[config.mk]
export PLATFORM = sky130hd
export DESIGN_NAME = divider_control_unit
export DESIGN_NICKNAME = d
export VERILOG_FILES = /design/src/rtl/divider_pkg.sv /design/src/rtl/cu_output_decode.sv /design/src/rtl/divider_control_unit.sv
export SDC_FILE = /design/constraint.sdc
export NUM_CORES = 1
export LEC_CHECK = 0
export ABC_AREA = 1
export BUFFER_PORTS_ARGS = -buffer_cell sky130_fd_sc_hd__buf_2
export CAP_MARGIN = 10
export CORE_AREA = 2 2 39 41
export DETAILED_ROUTE_END_ITERATION = 16
export DIE_AREA = 0 0 41 43
export PLACE_DENSITY = 0.56
export SYNTH_ARGS = -nofsm -noshare
export SYNTH_HDL_FRONTEND = slang
export SYNTH_SLANG_ARGS = --single-unit
[constraint.sdc]
create_clock -name clk -period 1.39 [get_ports clk]
set_input_delay 0 -clock clk [delete_from_list [all_inputs] [get_ports clk]]
set_output_delay 0 -clock clk [all_outputs]
set_load 0.02 [all_outputs]
[src/rtl/divider_pkg.sv]
// ============================================================================
// Module      : divider_pkg
// Description : Shared state encoding and widths for the divider controller.
// Revision    : 1.0 - initial release
// ============================================================================
`default_nettype none

package divider_pkg;

    localparam int C_STATE_W = 4;
    localparam int C_CNT_W   = 4;

    typedef enum logic [C_STATE_W-1:0] {
        S0 = 4'd0,
        S1 = 4'd1,
        S2 = 4'd2,
        S3 = 4'd3,
        S4 = 4'd4,
        S5 = 4'd5,
        S6 = 4'd6,
        S7 = 4'd7
    } state_t;

endpackage

`default_nettype wire

[src/rtl/cu_output_decode.sv]
// ============================================================================
// Module      : cu_output_decode
// Description : Combinational control-signal decoder for the divider FSM.
// Revision    : 1.0 - initial release
// ============================================================================
`default_nettype none

module cu_output_decode
    import divider_pkg::*;
(
    input  logic [C_STATE_W-1:0] state,
    input  logic                 r_lt_y,
    output logic                 ld,
    output logic                 ud,
    output logic                 ce,
    output logic                 ldx,
    output logic                 slx,
    output logic                 srx,
    output logic                 cex,
    output logic                 ldr,
    output logic                 slr,
    output logic                 srr,
    output logic                 cer,
    output logic                 s1,
    output logic                 s2,
    output logic                 s3,
    output logic                 done,
    output logic                 ld_y,
    output logic                 right_in_x
);

    always_comb begin
        ld         = 1'b0;
        ud         = 1'b0;
        ce         = 1'b0;
        ldx        = 1'b0;
        slx        = 1'b0;
        srx        = 1'b0;
        cex        = 1'b0;
        ldr        = 1'b0;
        slr        = 1'b0;
        srr        = 1'b0;
        cer        = 1'b0;
        s1         = 1'b0;
        s2         = 1'b0;
        s3         = 1'b0;
        done       = 1'b0;
        ld_y       = 1'b0;
        right_in_x = 1'b0;
        case (state)
            S1: begin
                ld   = 1'b1;
                ce   = 1'b1;
                ldx  = 1'b1;
                ldr  = 1'b1;
                ld_y = 1'b1;
            end
            S2: begin
                ce   = 1'b1;
                slx  = 1'b1;
                slr  = 1'b1;
                ld_y = 1'b1;
            end
            S3: begin
                // R >= Y: load R with R-Y and record a 1 quotient bit
                ld_y = 1'b1;
                if (!r_lt_y) begin
                    ldr        = 1'b1;
                    s1         = 1'b1;
                    right_in_x = 1'b1;
                end
            end
            S4: begin
                ce         = 1'b1;
                slx        = 1'b1;
                slr        = 1'b1;
                ld_y       = 1'b1;
                right_in_x = 1'b1;
            end
            S5: begin
                ce   = 1'b1;
                slx  = 1'b1;
                slr  = 1'b1;
                s1   = 1'b1;
                ld_y = 1'b1;
            end
            S6: begin
                srr  = 1'b1;
                ld_y = 1'b1;
            end
            S7: begin
                s2   = 1'b1;
                s3   = 1'b1;
                done = 1'b1;
                ld_y = 1'b1;
            end
            default: ;
        endcase
    end

endmodule

`default_nettype wire

[src/rtl/divider_control_unit.sv]
// ============================================================================
// Module      : divider_control_unit
// Description : Restoring shift-and-subtract divider sequencer (S0..S7).
// Revision    : 1.0 - initial release
// ============================================================================
`default_nettype none

module divider_control_unit
    import divider_pkg::*;
(
    input  logic                 clk,
    input  logic                 rst,
    input  logic                 go,
    input  logic                 r_lt_y,
    input  logic [C_CNT_W-1:0]   count,
    output logic                 ld,
    output logic                 ud,
    output logic                 ce,
    output logic                 ldx,
    output logic                 slx,
    output logic                 srx,
    output logic                 cex,
    output logic                 ldr,
    output logic                 slr,
    output logic                 srr,
    output logic                 cer,
    output logic                 s1,
    output logic                 s2,
    output logic                 s3,
    output logic                 done,
    output logic                 ld_y,
    output logic                 right_in_x,
    output logic [C_STATE_W-1:0] CS
);

    logic [C_STATE_W-1:0] r_state;
    state_t               w_next;

    always_ff @(posedge clk or negedge rst) begin
        if (!rst) begin
            r_state <= S0;
        end else begin
            r_state <= w_next;
        end
    end

    // Codes 8..15 fall through to default and recover to idle
    always_comb begin
        w_next = S0;
        case (r_state)
            S0:      w_next = go ? S1 : S0;
            S1:      w_next = S2;
            S2:      w_next = S3;
            S3:      w_next = r_lt_y ? S5 : S4;
            S4, S5:  w_next = (count == '0) ? S6 : S3;
            S6:      w_next = S7;
            S7:      w_next = S0;
            default: w_next = S0;
        endcase
    end

    assign CS = r_state;

    cu_output_decode u_decode (
        .state      (r_state),
        .r_lt_y     (r_lt_y),
        .ld         (ld),
        .ud         (ud),
        .ce         (ce),
        .ldx        (ldx),
        .slx        (slx),
        .srx        (srx),
        .cex        (cex),
        .ldr        (ldr),
        .slr        (slr),
        .srr        (srr),
        .cer        (cer),
        .s1         (s1),
        .s2         (s2),
        .s3         (s3),
        .done       (done),
        .ld_y       (ld_y),
        .right_in_x (right_in_x)
    );

endmodule

`default_nettype wire

==> metrics.md, run 1 <==
| Metric | Value |
|---|---|
| Crit path capture | right_in_x |
| Worst-case reg-to-reg path depth | 5 |
| Post-route DRC | 0 |
| CP Data Required Time | between 1 and 1.5 ns |
| Adder-cell share of the synthesized area | 0 |
| Ports | 29 |
| Final hold vios | 0 |
| First-pass GRT wire length | 966 µm |
| Largest net degree at the start of global routing | 9 |
| Fraction of layout cells with a size suffix above 1 | 0.4306 |
| Max clock buf depth | 2 |
| Final Non-Filler Cells | 88 |
| Full die area | 0.001763 mm² |
| Peak supply drop | 647.4 µV |
| WL per Instance | 7.648 µm |
| Sequential area share after synthesis | 0.2429 |
| Minimum clock period | 1.255 ns |
| Final TNS setup | 0 ns |
| Register bit total from synthesis | 3 |
| Initial antenna violation count | 0 |
| Vias in the first global route | 282 |
| Cells after synthesis | 49 |
| Final Power | 0.001224 W |
| Core Box Area | 0.001384 mm² |
| Worst min-delay path class | input port to asynchronous set/reset pin |
| Main combinational cell family by area after synthesis | simple AND/OR/NAND/NOR gates |
| DR iter-0 viols | 7 |
| Clk_skew | approximately 0.0012 ns |
| Synth Area per Inst | around 6.3 µm² |
| Synth Area in Compound Gates | 0.08097 |
| Vias | 343 |
| Most frequent cells in the layout | buf_2, nand2_1, nor2_1 |
| Reg2reg setup slack | 0.38 ns |
| Final Wtd Congestion | 0.6560 |
| Power per cell area | 2844 mW/mm² |
| Diode count | 0 |
| Antenna Violating Nets Remaining | 0 |
| H-Tree Depth | 1 |
| CTS Root Cell | clkbuf_4 |
| GRT overflow | 0 |
| Fmax | 0.7969 GHz |
| Critical Path Start | CS[0] |
| Post-synthesis xor/xnor area fraction | 0 |
| Startpoint type of the worst setup path | flop |
| WP data arrival | 1.25 ns |
| Post-CTS setup buffer count | 0 |
| Crit path kind | flop to primary output |
| # setup viols final | 0 |
| Yosys warning count | 0 |
| Total Nets Final | 81 |
| PortBufs | 23 |
| TritonCTS Buffers | 3 |
| Final period util | 0.9028 |
| Post-synthesis cell type count | 14 |
| Crit. End Element | primary output |
| Status | complete, no violations |
| # clock sinks | 3 |
| R2r endpoint | CS[0] |
| DP HPWL | 564.7 µm |
| Met2 usage | 0.1438 |
| DIE WIDTH | 41 µm |
| Cell Area, Synth | 309.0 µm² |
| Max-slew violation count | 0 |
| Post-synthesis simple-gate area fraction | 0.3482 |
| Worst reg2reg startpoint | CS[2] |
| Mux cell area share after synthesis | 0 |
| Max reg flops | 3 |
| GR Layer Usage met3 | 0.04712 |
| Pre-antenna DRT Iters | 4 |
| Final wirelength | 673 µm |
| Commonest non-fill, non-tap cell in the layout | buf_2 |
| Clk slew on worst S/H paths | ~0.040 ns |
| RSZ-0062 raised after global routing | no |
| Overall Global Routing Usage | 0.08761 |
| CTS tree | yes |
| CP Max Fanout | 7 |
| Max-capacitance violation count | 0 |
| Die Y | 43 µm |
| # rows | 14 |
| Leakage | 0.2769 nW |
| Area grow syn2layout | 39.27% |
| GR Util met1 | 0.06494 |
| Busiest grt layer | met2 |
| Via density | 3.898 |
| Starting density of the core | 0.2233 |
| Placed Cells | 83 |
| Clk Latency, worst-skew pair | 0.23 ns |
[through the flow]
stage          cell area (µm²)  hold WS [ns]  setup WS [ns]    util
2_1_floorplan            324.1       -0.2956         0.1079       -
3_3_place_gp             391.6       -0.2028         0.3483  0.2830
3_5_place_dp             391.6       -0.2005         0.3217  0.2830
4_1_cts                  427.9       0.09065        0.06333  0.3092
5_1_grt                  430.4        0.1102       0.002927  0.3110
6_report                 430.4       0.09223         0.1351  0.3110
[where the power goes]
group	internal, W	switching [W]	leakage (nW)	total [W]
Combinational	0.000271	0.000586	0.228	0.000857
Sequential	0.000139	0.0000770	0.0335	0.000216
Clock	0.000107	0.0000436	0.0150	0.000151
[synthesized netlist by cell type]
library cell	count	area, µm²
o31ai_1	1	7.510
nor2_1	9	33.78
nand3_1	2	10.01
a21boi_0	1	7.510
o21ai_0	2	10.01
conb_1	1	3.750
dfrtp_1	3	75.07
inv_2	1	3.750
nand3_2	1	10.01
inv_1	7	26.28
nor3_2	1	10.01
nand4_1	1	6.260
buf_4	9	67.56
nand2_1	10	37.54
[routing by layer]
metal,share of wire,up-vias
met4,0,0
met3,0.11,0
met1,0.39,144
met5,0,-
met2,0.51,16
li1,-,183
[worst min-delay path by stage]
stage	startpoint	to	slack [ns]
floorplan	rst	CS[0]	-0.30
global placement	rst	CS[0]	-0.20
detailed placement	rst	CS[0]	-0.20
CTS	rst	CS[0]	0.09
global route	rst	CS[2]	0.11
finish	rst	CS[0]	0.09
[final cells by class]
class	count	area, µm²
Fill cell	168	953.4
Multi-Input combinational cell	33	151.4
Timing Repair Buffer	24	125.1
Sequential cell	3	77.57
Inverter	8	30.03
Clock buffer	4	26.28
Tap cell	16	20.02
[logic make-up (layout without fill, tap and decap cells)]
family / count (synthesis) / count (layout)
simple gates: 24 / 24
buf+inv: 17 / 36
compound gates: 4 / 4
flops: 3 / 3
other cells: 1 / 5
[timing repair]
item                                    CTS  global route
endpoints found under the setup margin    0             3
hold buffers                              1             0
hold endpoints to repair                  3             0
gates resized for setup                   0             2
[critical path, stage by stage, from the launching register on]
cell	delay, ns
dfrtp_2	0.41
nand2_1	0.12
nor2_1	0.14
nand2_1	0.09
o31ai_1	0.07
buf_2	0.20
No activity file was read; power rests on OpenSTA's default activity.
==> run 2, diff against run 1 <==
PLACE_DENSITY = 0.59   (was 0.56)
SYNTH_HIERARCHICAL = 1   (was unset)
==> run 2 against run 1 <==
Non-clock buffer count unchanged. Largest power group unchanged. Critical endpoint is now s1. Clock-buffer cell count stayed put. Cell count increased by 15%.
==> metrics.md, run 2 <==
| Metric | Value |
|---|---|
| Status | complete, no violations |
| Largest net degree at the start of global routing | 11 (+2) |
| WL per Instance | 7.198 µm (-5.9%) |
| Power per cell area | 2108 mW/mm² (-26%) |
| Dpl cell area | 442.9 µm² (+13%) |
| DIE WIDTH | 41 µm (unchanged) |
| CP Max Fanout | 10 (+3) |
| Full die area | 0.001763 mm² (unchanged) |
| Diode count | 0 (unchanged) |
| Commonest non-fill, non-tap cell in the layout | buf_2 |
| P_int | 0.0004463 W (-14%) |
| Number of synthesized flops with an enable pin | 0 (unchanged) |
| Pre-CTS setup slack | 0.3121 ns (-0.009681 ns) |
| # setup viols final | 0 (unchanged) |
| Final hold vios | 0 (unchanged) |
| Setup WS post-layout | 0.1503 ns (+0.01528 ns) |
| Fmax | 0.8067 GHz (+1.2%) |
| Post-synth top area cell | dfrtp_1 |
| Clk Latency, worst-skew pair | 0.22 ns (about the same) |
| Via density | 3.772 (-3.2%) |
| RSZ-0062 raised after global routing | no |
| Placed Cells | 96 (+16%) |
| Sequential area share after synthesis | 0.2151 (-0.02786) |
| Crit path kind | flop to primary output |
| Reg2reg setup slack | 0.42 ns (+0.04 ns) |
| Post-route DRC | 0 (unchanged) |
| Overall Global Routing Usage | 0.08954 (+0.001924) |
| Max clock buf depth | 2 (unchanged) |
| Sw frac | 0.5593 (-0.01799) |
| CTS tree | yes |
| Yosys warning count | 6 (+6) |
| Fraction of registers with async set/reset | 1.000 (unchanged) |
| # rows | 14 (unchanged) |
| Initial antenna violation count | 0 (unchanged) |
| Total Nets Final | 94 (+16%) |
| Synth top area cells | dfrtp_1, buf_4, nand2_1 |
| Area grow syn2layout | 37.63% |
| Pre-antenna DRT Iters | 4 (unchanged) |
| FILL cells | 168 (unchanged) |
| Antenna Violating Nets Remaining | 0 (unchanged) |
| CTS Root Cell | clkbuf_4 |
| Register bit total from synthesis | 3 (unchanged) |
| Minimum clock period | 1.240 ns (-0.01528 ns) |
| Final Non-Filler Cells | 101 (+15%) |
| # clock sinks | 3 (unchanged) |
| Post-synthesis cell type count | 12 (-2) |
| Net switching power | 0.0005664 W (-20%) |
| DP HPWL | 608.3 µm (+7.7%) |
| Reg power frac | 0.239 (+0.063) |
| Synth top area share | 0.2151 (-0.02786) |
| H-Tree Depth | 1 (unchanged) |
| Leakage | 0.3112 nW (+12%) |
| Fraction of layout cells with a size suffix above 1 | 0.3882 (-0.04232) |
| Post-synth top cells | nand2_1, buf_4, nand3_1 |
| GRT overflow | 0 (unchanged) |
| Starting density of the core | 0.2523 (+0.02893) |
| Comb pwr share | 0.617 (-0.083) |
| DR iter-0 viols | 4 (-3) |
| WP data arrival | 1.24 ns (about the same) |
| Post-synth top flop | dfrtp_1 |
| Crit. End Element | primary output |
| Startpoint type of the worst setup path | flop |
| First-pass GRT wire length | 1090 µm (+13%) |
| Core Box Area | 0.001384 mm² (unchanged) |
| Cells after synthesis | 59 (+20%) |
| Final Wtd Congestion | 0.7625 (+16%) |
| Die Y | 43 µm (unchanged) |
| Max reg flops | 3 (unchanged) |
| Peak supply drop | 599.1 µV (-7.5%) |
| PortBufs | 23 (unchanged) |
| Most common cell in the synthesized netlist | nand2_1 |
| Vias in the first global route | 311 (+10%) |
| Max-slew violation count | 0 (unchanged) |
| Ports | 29 (unchanged) |
| CP Data Required Time | 1.39 ns (about the same) |
| Clk_skew | 0.0006709 ns (-0.0005391 ns) |
| Clk slew on worst S/H paths | 0.03 ns (about the same) |
| Final wirelength | 727 µm (+8.0%) |
| Max-capacitance violation count | 0 (unchanged) |
| Final period util | 0.8918 (-0.01099) |
| Post-CTS setup buffer count | 0 (unchanged) |
| Clock share of power | 0.144 (+0.021) |
| Final core occ | 0.3472 (+0.03617) |
| TritonCTS Buffers | 3 (unchanged) |
| Vias | 381 (+11%) |
| Worst min-delay path class | input port to flop |
| Most frequent cells in the layout | buf_2, nand2_1, nand3_1, conb_1 |
| Synth Area per Inst | 5.917 µm² (-6.2%) |
| Cell Area, Synth | 349.1 µm² (+13%) |
| Final TNS setup | 0 ns (unchanged) |
| Final Instance Area | 480.5 µm² (+12%) |
run 2: cell types whose count changed after synthesis, moves of 2 or more:
cell,change
nand3_1,+7
nand2_1,+4
nor2_2,+4
nor2_1,-3
a21oi_1,+2
nand2_2,+2
o21ai_0,-2
run 2: path summary, 6_finish.rpt:
kind	startpoint	end	cells after the start
max	CS[0]	s1	5
min	go	CS[0]	3
max reg2reg	CS[2]	CS[0]	5
min reg2reg	CS[1]	CS[0]	2
max in group asynchronous	rst	CS[1]	2
min in group asynchronous	rst	CS[0]	2
run 2: repair_timing:
item	CTS	global route
hold buffers	1	0
endpoints found under the setup margin	0	3
hold endpoints to repair	3	0
resized for setup	0	1
run 2: worst max-delay path, stage by stage (launching register included):
cell and delay [ns]:
dfrtp_1 0.52, nand2_2 0.10, nor2_2 0.12, nand2_2 0.07, nand2_1 0.06, buf_2 0.15
run 2: per-layer routing:
layer | global-route usage | up-vias | share of wire
met5 | 0 | - | 0
met4 | 0.06000 | 0 | 0
met3 | 0.01571 | 0 | 0.094
met2 | 0.1469 | 14 | 0.47
met1 | 0.09709 | 151 | 0.43
li1 | - | 216 | -
run 2: cells by family after synthesis:
| kind of cell | Yosys count | synth area share |
|---|---|---|
| other cells | 2 | 0.02151 |
| buf+inv | 16 | 0.2688 |
| compound gates | 2 | 0.02867 |
| simple gates | 36 | 0.4659 |
| flops | 3 | 0.2150 |
run 2: cell type report:
class                           instances  area, µm²  share of cell area
Timing Repair Buffer                   24      125.1              0.2604
Sequential cell                         3      76.32              0.1589
Inverter                                7      26.28             0.05469
Multi-Input combinational cell         47      206.4              0.4297
Clock buffer                            4      26.28             0.05469
Tap cell                               16      20.02             0.04167
run 2: power groups by stage:
stage	Combinational [W]	Sequential (W)	Clock, W
CTS	0.000629	0.000241	0.000150
floorplan	0.000441	0.000269	0
detailed placement	0.000625	0.000243	0
global placement	0.000631	0.000237	0
global route	0.000706	0.000258	0.000160
finish	0.000625	0.000242	0.000146
run 2: through the flow:
step,hold WS (ns),power (W)
2_1_floorplan,-0.2956,0.0007102
3_3_place_gp,-0.2016,0.0008679
3_5_place_dp,-0.2015,0.0008680
4_1_cts,0.04958,0.001020
5_1_grt,0.06209,0.001124
6_report,0.04848,0.001013
==> run 3, diff against run 2 <==
CELL_PAD_IN_SITES_DETAIL_PLACEMENT = 1   (was unset)
CELL_PAD_IN_SITES_GLOBAL_PLACEMENT = 1   (was unset)
CORE_AREA = unset   (was 2 2 39 41)
CORE_MARGIN = 4   (was unset)
CORE_UTILIZATION = 23   (was unset)
DIE_AREA = unset   (was 0 0 41 43)
PLACE_DENSITY = 0.79   (was 0.59)
==> run 3 against run 2 <==
Sequential share of layout area about the same. Worst hold slack lost 0.018 ns. Register-to-register slack barely moved. First-iteration DRC count grew 50%. Clock skew increased by 0.0028 ns. Sequential power hardly changed. Clock-buffer cell count did not move. Non-clock buffer count did not move. Setup slack got worse by 0.015 ns. Power is 2.5% higher.
==> metrics.md, run 3 (same netlist as run 2, synthesis figures left out) <==
| Metric | Value |
|---|---|
| DR WL met3 | 123 µm (+81%) |
| Clk slew on worst S/H paths | 0.03 ns (about the same) |
| Vias | 433 (+14%) |
| Peak supply drop | 475.8 µV (-21%) |
| Final period util | 0.9029 (+0.01101) |
| Worst path max stage delay | 0.52 ns (about the same) |
| CTS Root Cell | clkbuf_4 |
| Vias in the first global route | 407 (+31%) |
| Post-CTS setup buffer count | 0 (unchanged) |
| Final wirelength | 953 µm (+31%) |
| Most used cell along the critical path | nand2_2 |
| Clk Latency, worst-skew pair | 0.23 ns (about the same) |
| TritonCTS Buffers | 3 (unchanged) |
| Clock share of power | 0.146 (+0.002) |
| Largest net degree at the start of global routing | 11 (unchanged) |
| RSZ-0062 raised after global routing | no |
| WL per Instance | 9.530 µm (+32%) |
| Overall Global Routing Usage | 0.09690 (+0.007362) |
| Pre-antenna DRT Iters | 4 (unchanged) |
| Critical Path Start | CS[0] |
| Fmax | 0.7968 GHz (-1.2%) |
| Max reg flops | 3 (unchanged) |
| Status | complete, no violations |
| Worst min-delay path class | input port to flop |
| Total Nets Final | 94 (unchanged) |
| Final hold vios | 0 (unchanged) |
| Commonest non-fill, non-tap cell in the layout | buf_2 |
| Diode count | 0 (unchanged) |
| Crit path kind | flop to primary output |
| CP top delay family | flip-flops |
| Net switching power | 0.0005916 W (+4.4%) |
| Starting density of the core | 0.2555 (+0.003234) |
| # setup viols final | 0 (unchanged) |
| Worst reg2reg startpoint | CS[2] |
| Via density | 4.330 (+15%) |
| Buf+Inv Stages, Crit Path | 1 (unchanged) |
| Power per cell area | 2167 mW/mm² (+2.8%) |
| Max-capacitance violation count | 0 (unchanged) |
| H-Tree Depth | 1 (unchanged) |
| Core Box Area | 0.001366 mm² (-1.3%) |
| Die Y | 46.96 µm (+9.2%) |
| Met2 WL | 452 µm (+32%) |
| Comb pwr share | 0.620 (+0.003) |
| Clk_skew | 0.003463 ns (+0.002792 ns) |
| Fraction of layout cells with a size suffix above 1 | 0.3882 (unchanged) |
| Final Wtd Congestion | 0.7090 (-7.0%) |
| Post-route DRC | 0 (unchanged) |
| Final TNS setup | 0 ns (unchanged) |
| Crit. End Element | primary output |
| DR iter-0 viols | 6 (+2) |
| Most frequent cells in the layout | buf_2, nand2_1, nand3_1, conb_1 |
| DP HPWL | 815.4 µm (+34%) |
| PortBufs | 23 (unchanged) |
| Pre-CTS setup slack | 0.3009 ns (-0.01117 ns) |
| Highest Signal Layer | met3 |
| Sw frac | 0.5698 (+0.01046) |
| Max clock buf depth | 2 (unchanged) |
| CP Data Required Time | 1.39 ns (about the same) |
| DIE WIDTH | 46.96 µm (+15%) |
| Minimum clock period | 1.255 ns (+0.01530 ns) |
| Antenna Violating Nets Remaining | 0 (unchanged) |
| Reg power frac | 0.234 (-0.005) |
| Startpoint type of the worst setup path | flop |
| Initial antenna violation count | 0 (unchanged) |
| Crit-path cells | nand2_2 > nor2_2 > nand2_2 > nand2_1 > buf_2 |
| P_int | 0.0004467 W (about the same) |
| Leakage | 0.3112 nW (unchanged) |
| CP max-delay cell | dfrtp_1 |
| CP Max Fanout | 10 (unchanged) |
| Setup WS post-layout | 0.1350 ns (-0.01530 ns) |
| Area grow syn2layout | 37.28% |
| # clock sinks | 3 (unchanged) |
| Full die area | 0.002205 mm² (+25%) |
| First-pass GRT wire length | 1531 µm (+40%) |
| Hold path start | go |
| Met1 WL | 377 µm (+19%) |
| Ports | 29 (unchanged) |
| # rows | 13 (-1) |
| CTS tree | yes |
| Max-slew violation count | 0 (unchanged) |
| GRT overflow | 0 (unchanged) |
| WP data arrival | 1.25 ns (about the same) |
-- run 3: cell counts in the layout (fill, tap and decap cells not counted) --
Identical to the previous run, type by type.
-- run 3: power by group through the flow --
| stage | Sequential [W] | Combinational (W) | Clock (W) |
|---|---|---|---|
| final | 0.000243 | 0.000644 | 0.000152 |
| after global routing | 0.000256 | 0.000715 | 0.000167 |
| after CTS | 0.000239 | 0.000651 | 0.000159 |
| after detailed placement | 0.000242 | 0.000647 | 0 |
| after global placement | 0.000237 | 0.000635 | 0 |
| after floorplan | 0.000269 | 0.000441 | 0 |
-- run 3: routing by layer --
layer,track usage,vias up
met1,0.1048,192
met2,0.1789,27
met4,0.04972,0
met5,0,-
li1,-,214
met3,0.01533,0
-- run 3: final cells by class --
cell class / instances / area [µm²]
fillers: 206 / 887.1
multi-input cells: 47 / 206.4
repair buffers: 24 / 125.1
flip-flops and latches: 3 / 76.32
clock buffers: 4 / 26.28
inverters: 7 / 26.28
well taps: 15 / 18.77
-- run 3: worst register-to-register path, cell delays in order (launching register included) --
cell	delay, ns
dfrtp_1	0.46
inv_1	0.12
nand2_1	0.08
nand2_1	0.05
nand2_1	0.08
nand3_1	0.07
-- run 3: final timing paths --
kind,to,slack [ns],cells after the start
setup / recovery,s1,0.14,5
hold / removal,CS[0],0.03,3
setup reg to reg,CS[0],0.41,5
hold reg to reg,CS[0],0.64,2
max in group asynchronous,CS[1],1.18,2
min in group asynchronous,CS[2],0.09,2
-- run 3: metrics by stage --
step | cells | power [W] | cell area [µm²] | utilization | hold WS [ns]
CTS | 100 | 0.001049 | 478.0 | 0.3498 | 0.02598
global placement | 95 | 0.0008720 | 441.7 | 0.3233 | -0.2005
finish | 100 | 0.001038 | 479.2 | 0.3507 | 0.03044
detailed placement | 95 | 0.0008884 | 441.7 | 0.3233 | -0.2020
floorplan | 66 | 0.0007102 | 375.4 | - | -0.2956
global route | 100 | 0.001138 | 479.2 | 0.3507 | 0.03930
-- run 3: repair_timing --
action / in CTS / in global routing
endpoints found under the hold margin: 3 / 0
hold buffers: 1 / 0
setup endpoints to repair: 0 / 3
resized for setup: 0 / 1
